==> src/rtl/tc_timer_if.sv <==
// Bus-side signals of the memory-mapped countdown timer: word access plus interrupt line.
interface tc_timer_if;
    logic [31:0] addr;
    logic [3:0]  byteen;
    logic [31:0] wdata;
    logic [31:0] rdata;
    logic        irq;

    modport master (output addr, byteen, wdata, input rdata, irq);
    modport slave  (input addr, byteen, wdata, output rdata, irq);
endinterface

==> src/rtl/tc_timer.sv <==
// Memory-mapped countdown timer: CTRL/PRESET/COUNT registers, one-shot or auto-reload,
// registered interrupt output gated by the IM mask bit.
//
//   state  | meaning
//   -------+-----------------------------------------------------------
//   IDLE   | waiting for EN
//   LOAD   | copy PRESET into COUNT
//   CNT    | decrementing; expiry at COUNT <= 1 raises irq_flag
//   INT    | expiry cycle; one-shot clears EN, auto-reload reloads
module tc_timer #(
    parameter logic [31:0] BASE_ADDR = 32'h0000_7f00
) (
    input  logic       clk,
    input  logic       reset,
    tc_timer_if.slave  bus
);
    typedef enum logic [1:0] {S_IDLE, S_LOAD, S_CNT, S_INT} state_t;

    state_t      state_q, state_d;
    logic        en_q, en_d;
    logic [1:0]  mode_q, mode_d;
    logic        im_q, im_d;
    logic [31:0] preset_q, preset_d;
    logic [31:0] count_q, count_d;
    logic        flag_q, flag_d;
    logic        irq_q;

    logic [31:0] word_addr;
    logic        hit_ctrl, hit_preset, hit_count, wr;

    assign word_addr  = bus.addr & 32'hffff_fffc;
    assign hit_ctrl   = (word_addr == BASE_ADDR);
    assign hit_preset = (word_addr == BASE_ADDR + 32'd4);
    assign hit_count  = (word_addr == BASE_ADDR + 32'd8);
    assign wr         = |bus.byteen;

    always_ff @(posedge clk or posedge reset) begin
        if (reset) begin
            state_q  <= S_IDLE;
            en_q     <= 1'b0;
            mode_q   <= 2'b00;
            im_q     <= 1'b0;
            preset_q <= '0;
            count_q  <= '0;
            flag_q   <= 1'b0;
            irq_q    <= 1'b0;
        end else begin
            state_q  <= state_d;
            en_q     <= en_d;
            mode_q   <= mode_d;
            im_q     <= im_d;
            preset_q <= preset_d;
            count_q  <= count_d;
            flag_q   <= flag_d;
            irq_q    <= flag_d & im_d;
        end
    end

    always_comb begin
        state_d  = state_q;
        en_d     = en_q;
        mode_d   = mode_q;
        im_d     = im_q;
        preset_d = preset_q;
        count_d  = count_q;
        flag_d   = flag_q;

        unique case (state_q)
            S_IDLE: if (en_q) state_d = S_LOAD;
            S_LOAD: begin
                count_d = preset_q;
                state_d = S_CNT;
            end
            S_CNT: begin
                if (!en_q) begin
                    state_d = S_IDLE;
                end else if (count_q > 32'd1) begin
                    count_d = count_q - 32'd1;
                end else begin
                    count_d = '0;
                    flag_d  = 1'b1;
                    state_d = S_INT;
                end
            end
            S_INT: begin
                if (mode_q == 2'b01) begin
                    flag_d  = 1'b0;
                    state_d = S_LOAD;
                end else begin
                    en_d    = 1'b0;
                    state_d = S_IDLE;
                end
            end
            default: state_d = S_IDLE;
        endcase

        // Bus writes come last so they override any same-cycle FSM update.
        if (wr && hit_ctrl) begin
            flag_d = 1'b0;
            if (bus.byteen[0]) begin
                en_d   = bus.wdata[0];
                mode_d = bus.wdata[2:1];
                im_d   = bus.wdata[3];
            end
        end
        if (wr && hit_preset) begin
            for (int k = 0; k < 4; k++) begin
                if (bus.byteen[k]) preset_d[8*k +: 8] = bus.wdata[8*k +: 8];
            end
        end
    end

    always_comb begin
        bus.rdata = '0;
        if (hit_ctrl)        bus.rdata = {28'd0, im_q, mode_q, en_q};
        else if (hit_preset) bus.rdata = preset_q;
        else if (hit_count)  bus.rdata = count_q;
    end

    assign bus.irq = irq_q;
endmodule

==> src/flat_wrapper.sv <==
// flat-port wrapper written by rule: the top's interface ports become plain ports
module tc_timer_flat 
#(
    parameter logic [31:0] BASE_ADDR = 32'h0000_7f00
)
  (clk, reset, bus_addr, bus_byteen, bus_wdata, bus_rdata, bus_irq);
  tc_timer_if bus_i ();
  input  logic clk;
  input  logic reset;
  input wire logic [$bits(bus_i.addr)-1:0] bus_addr;
  input wire logic [$bits(bus_i.byteen)-1:0] bus_byteen;
  input wire logic [$bits(bus_i.wdata)-1:0] bus_wdata;
  output wire logic [$bits(bus_i.rdata)-1:0] bus_rdata;
  output wire logic [$bits(bus_i.irq)-1:0] bus_irq;
  assign bus_i.addr = bus_addr;
  assign bus_i.byteen = bus_byteen;
  assign bus_i.wdata = bus_wdata;
  assign bus_rdata = bus_i.rdata;
  assign bus_irq = bus_i.irq;
  tc_timer #(.BASE_ADDR(BASE_ADDR)) u_core (.clk(clk), .reset(reset), .bus(bus_i));
endmodule
==> config.mk <==
export PLATFORM = sky130hd
export DESIGN_NAME = tc_timer_flat
export DESIGN_NICKNAME = d
export VERILOG_FILES = /design/src/rtl/tc_timer_if.sv /design/src/rtl/tc_timer.sv /design/src/flat_wrapper.sv
export SDC_FILE = /design/constraint.sdc
export NUM_CORES = 1
export LEC_CHECK = 0
export BUFFER_PORTS_ARGS = -buffer_cell sky130_fd_sc_hd__buf_2
export CAP_MARGIN = 20
export CORE_ASPECT_RATIO = 0.8
export CORE_UTILIZATION = 50
export CTS_CLUSTER_SIZE = 28
export DETAILED_ROUTE_END_ITERATION = 12
export PLACE_DENSITY = 0.86
export SYNTH_ARGS = -nofsm -noshare
export SYNTH_HDL_FRONTEND = slang
export SYNTH_SLANG_ARGS = --single-unit
==> constraint.sdc <==
create_clock -name clk -period 6.4 [get_ports clk]
set_input_delay 0.64 -clock clk [delete_from_list [all_inputs] [get_ports clk]]
set_output_delay 0.64 -clock clk [all_outputs]
set_load 0.005 [all_outputs]
==> impl_metrics.tcl <==
set metrics [dict create \
    stdcell_area_mm2 0.004950 \
    fin_cells 630 \
    syn_inst 436 \
    cpPeakStageDelay_ps 920 \
    met2_usage_pct 41.06 \
    critical_path_class "reg2reg" \
    place_ws_ps 2660 \
    cts_buffers 9 \
    routabilityCongestion 0.8850 \
    path_max_fanout 22 \
    startpoint_type "register" \
    rows 29 \
    ir_drop_uv 98.32 \
    grt_usage_pct 26.82 \
    die_y_um 84.20 \
    slowest_stage "nand2_1" \
    slew_viol_final 0 \
    clock.fmax_mhz 261.8 \
    multi_input_area_mm2 0.002235 \
    setup_viol_count_final 0 \
    synth-seq-area-share_pct 42.67 \
    coreArea_mm2 0.008055 \
    grt_pass1_vias 3867 \
    tightestPinTransition_ps 1061 \
    synthArstFlopShare_pct 100.0 \
    place_inst 613 \
    synth_edf_count 0 \
    period_minus_slack_ps 3819 \
    root_buffer "clkbuf_8" \
    layout.area.seq_mm2 0.001802 \
    syn_area_mm2 0.004223 \
    drive_above_1_share_pct 32.57 \
    dieArea_mm2 0.008820 \
    grt_setup_unrepaired "false" \
    postCtsSetupRepairBufs 0 \
    skew_ps 9.225 \
    critPathCapture "u_core.count_q[22]" \
    use_met1_pct 36.16 \
    met3_usage_pct 8.773 \
    wl_mm 11.28 \
    setup_slack_ps 2581 \
    crit_family "simple AND/OR/NAND/NOR gates" \
    dp_hpwl_mm 7.832 \
    clock_latency_ps 360 \
    ant_nets 0 \
    mostFrequentLayoutCells "100 x buf_2, 72 x dfrtp_1, 35 x mux2_2" \
    critPathLaunch "u_core.count_q[2]" \
    hold_buffers 0 \
    critPathBufInv 0 \
    antenna_found_initial 0 \
    reg2regPathDepth 5 \
    ys_types 53 \
    cts_tree "yes" \
    cts_max_level 3 \
    drc 0 \
    cp_cell_sequence "nor4_1 -> o2111a_1 -> nand4_1 -> nand2_1 -> o311ai_0" \
    path_depth 5 \
    avgSynthCellArea_um2 9.685 \
    numClockSinks 72 \
    finalSetupTns_ps 0 \
    start_util_pct 52.42 \
    min_period_over_period_pct 59.67 \
    ios 103 \
    maxCapViolCount 0 \
    grt_max_degree 73 \
    r2r-end "u_core.count_q[22]" \
    wire_per_inst_um 17.90 \
    yosysWarnings 0 \
    hold_viol 0 \
    clock_path_buffers 2 \
    vias 4007 \
    ys_seq_elements 72 \
    synthFlopType "dfrtp_1" \
    fp.dieW_um 104.7 \
    via_per_inst 6.360 \
    totalPowerFinal_uw 805.9 \
    r2r_slack_ps 2580 \
    final_common_cell "buf_2" \
    clk_pin_slew_ps 80 \
    rr_startpoint "u_core.count_q[2]" \
    firstDrtPassIters 5 \
    portBuffers 100 \
    busiest_layer "met2" \
    leakage_uw 0.002463 \
    drtIter0Drc 381 \
    nets 589 \
    cts_resized 0 \
    hold_class "in2reg" \
    fill_cells 668 \
    slew_headroom_pct 29.04 \
    syn_nets 508 \
    power.density_mw_per_mm2 162.8 \
    gr-total-overflow 0 \
    crit_arrival_ps 4010 \
    grt_pass1_wl_mm 18.76 \
    setup.worst_path.end_class "register" \
    area_delta_synth_final_pct 17.21 \
    status "complete, no violations" \
    diodes 0 \
    required_ps 6590 \
    place_area_mm2 0.004773 \
]
sequential cells by signal, indices dropped and copies added (netlist names):
register	flops
u_core.bus.irq	1
u_core.count_q	32
u_core.en_q	1
u_core.flag_q	1
u_core.im_q	1
u_core.mode_q	2
u_core.preset_q	32
u_core.state_q	2
cells in the mapped netlist (all sizes together) (2+ instances only):
| cell | number | area [µm²] |
|---|---|---|
| a21oi | 14 | 70.07 |
| a22o | 33 | 290.3 |
| a22oi | 15 | 112.6 |
| a31oi | 7 | 43.79 |
| a41oi | 2 | 17.52 |
| and2 | 9 | 56.30 |
| and3 | 6 | 37.54 |
| buf | 5 | 28.78 |
| clkbuf | 32 | 120.1 |
| dfrtp | 72 | 1802 |
| ha | 2 | 25.02 |
| inv | 13 | 48.80 |
| mux2 | 35 | 394.1 |
| mux2i | 6 | 60.06 |
| nand2 | 32 | 120.1 |
| nand2b | 3 | 18.77 |
| nand3 | 6 | 30.03 |
| nand4 | 9 | 56.30 |
| nor2 | 23 | 86.33 |
| nor2b | 5 | 31.28 |
| nor3 | 8 | 40.04 |
| nor4 | 14 | 87.58 |
| nor4b | 2 | 17.52 |
| o2111ai | 5 | 43.79 |
| o211ai | 6 | 45.04 |
| o21ai | 17 | 85.08 |
| o221ai | 7 | 61.31 |
| o22ai | 3 | 18.77 |
| o311ai | 3 | 26.28 |
| o31a | 2 | 17.52 |
| o31ai | 6 | 45.04 |
| o41a | 2 | 22.52 |
| o41ai | 5 | 43.79 |
| or2 | 5 | 31.28 |
| or3 | 6 | 42.54 |
| or4 | 5 | 45.04 |
cells by family (layout without fill, tap and decap cells):
kind of cell / Yosys count / count (layout) / share of synthesized area (%)
AOI/OAI and AO/OA: 131 / 131 / 23.23
adders and majority gates: 2 / 2 / 0.5925
buffers and inverters: 50 / 136 / 4.682
DFF: 72 / 72 / 42.67
muxes: 41 / 41 / 10.76
and+or+nand+nor: 140 / 140 / 18.07
metrics by stage:
| stage | utilization (%) | hold slack, ps |
|---|---|---|
| 6_report | 61.45 | 504.1 |
| 5_1_grt | 61.45 | 492.8 |
| 4_1_cts | 61.31 | 503.9 |
| 3_5_place_dp | 59.26 | 521.0 |
| 3_3_place_gp | 59.07 | 504.4 |
| 2_1_floorplan | - | 483.7 |
layer usage:
layer  part of all wire, %  routed length (µm)
met4                   1.8                 205
met3                   9.2                1039
met2                    45                5118
met1                    44                4915
met5                     0                   0
report_power, final:
| group | internal (µW) | total (µW) | switching (µW) |
|---|---|---|---|
| Combinational | 16.7 | 34.4 | 17.7 |
| Clock | 149 | 317 | 168 |
| Sequential | 455 | 455 | 0.0000724 |
| Total | 620 | 806 | 186 |
final cells by class:
class | instances | area share [%]
clock buffers | 12 | 2.932
multi-input cells | 314 | 45.15
well taps | 108 | 2.730
clock inverters | 4 | 0.4044
inverters | 13 | 0.9858
flip-flops and latches | 72 | 36.40
repair buffers | 107 | 11.40
worst min path at each step:
stage | startpoint | end | slack [ps] | depth (start not counted)
floorplan | u_core.preset_q[22] | u_core.count_q[22] | 480 | 2
global placement | u_core.mode_q[0] | u_core.mode_q[0] | 500 | 1
detailed placement | u_core.mode_q[0] | u_core.mode_q[0] | 520 | 1
CTS | bus_wdata[18] | u_core.preset_q[18] | 500 | 2
global route | bus_wdata[7] | u_core.preset_q[7] | 490 | 2
finish | bus_wdata[17] | u_core.preset_q[17] | 500 | 2
No activity file was read; power rests on OpenSTA's default activity.
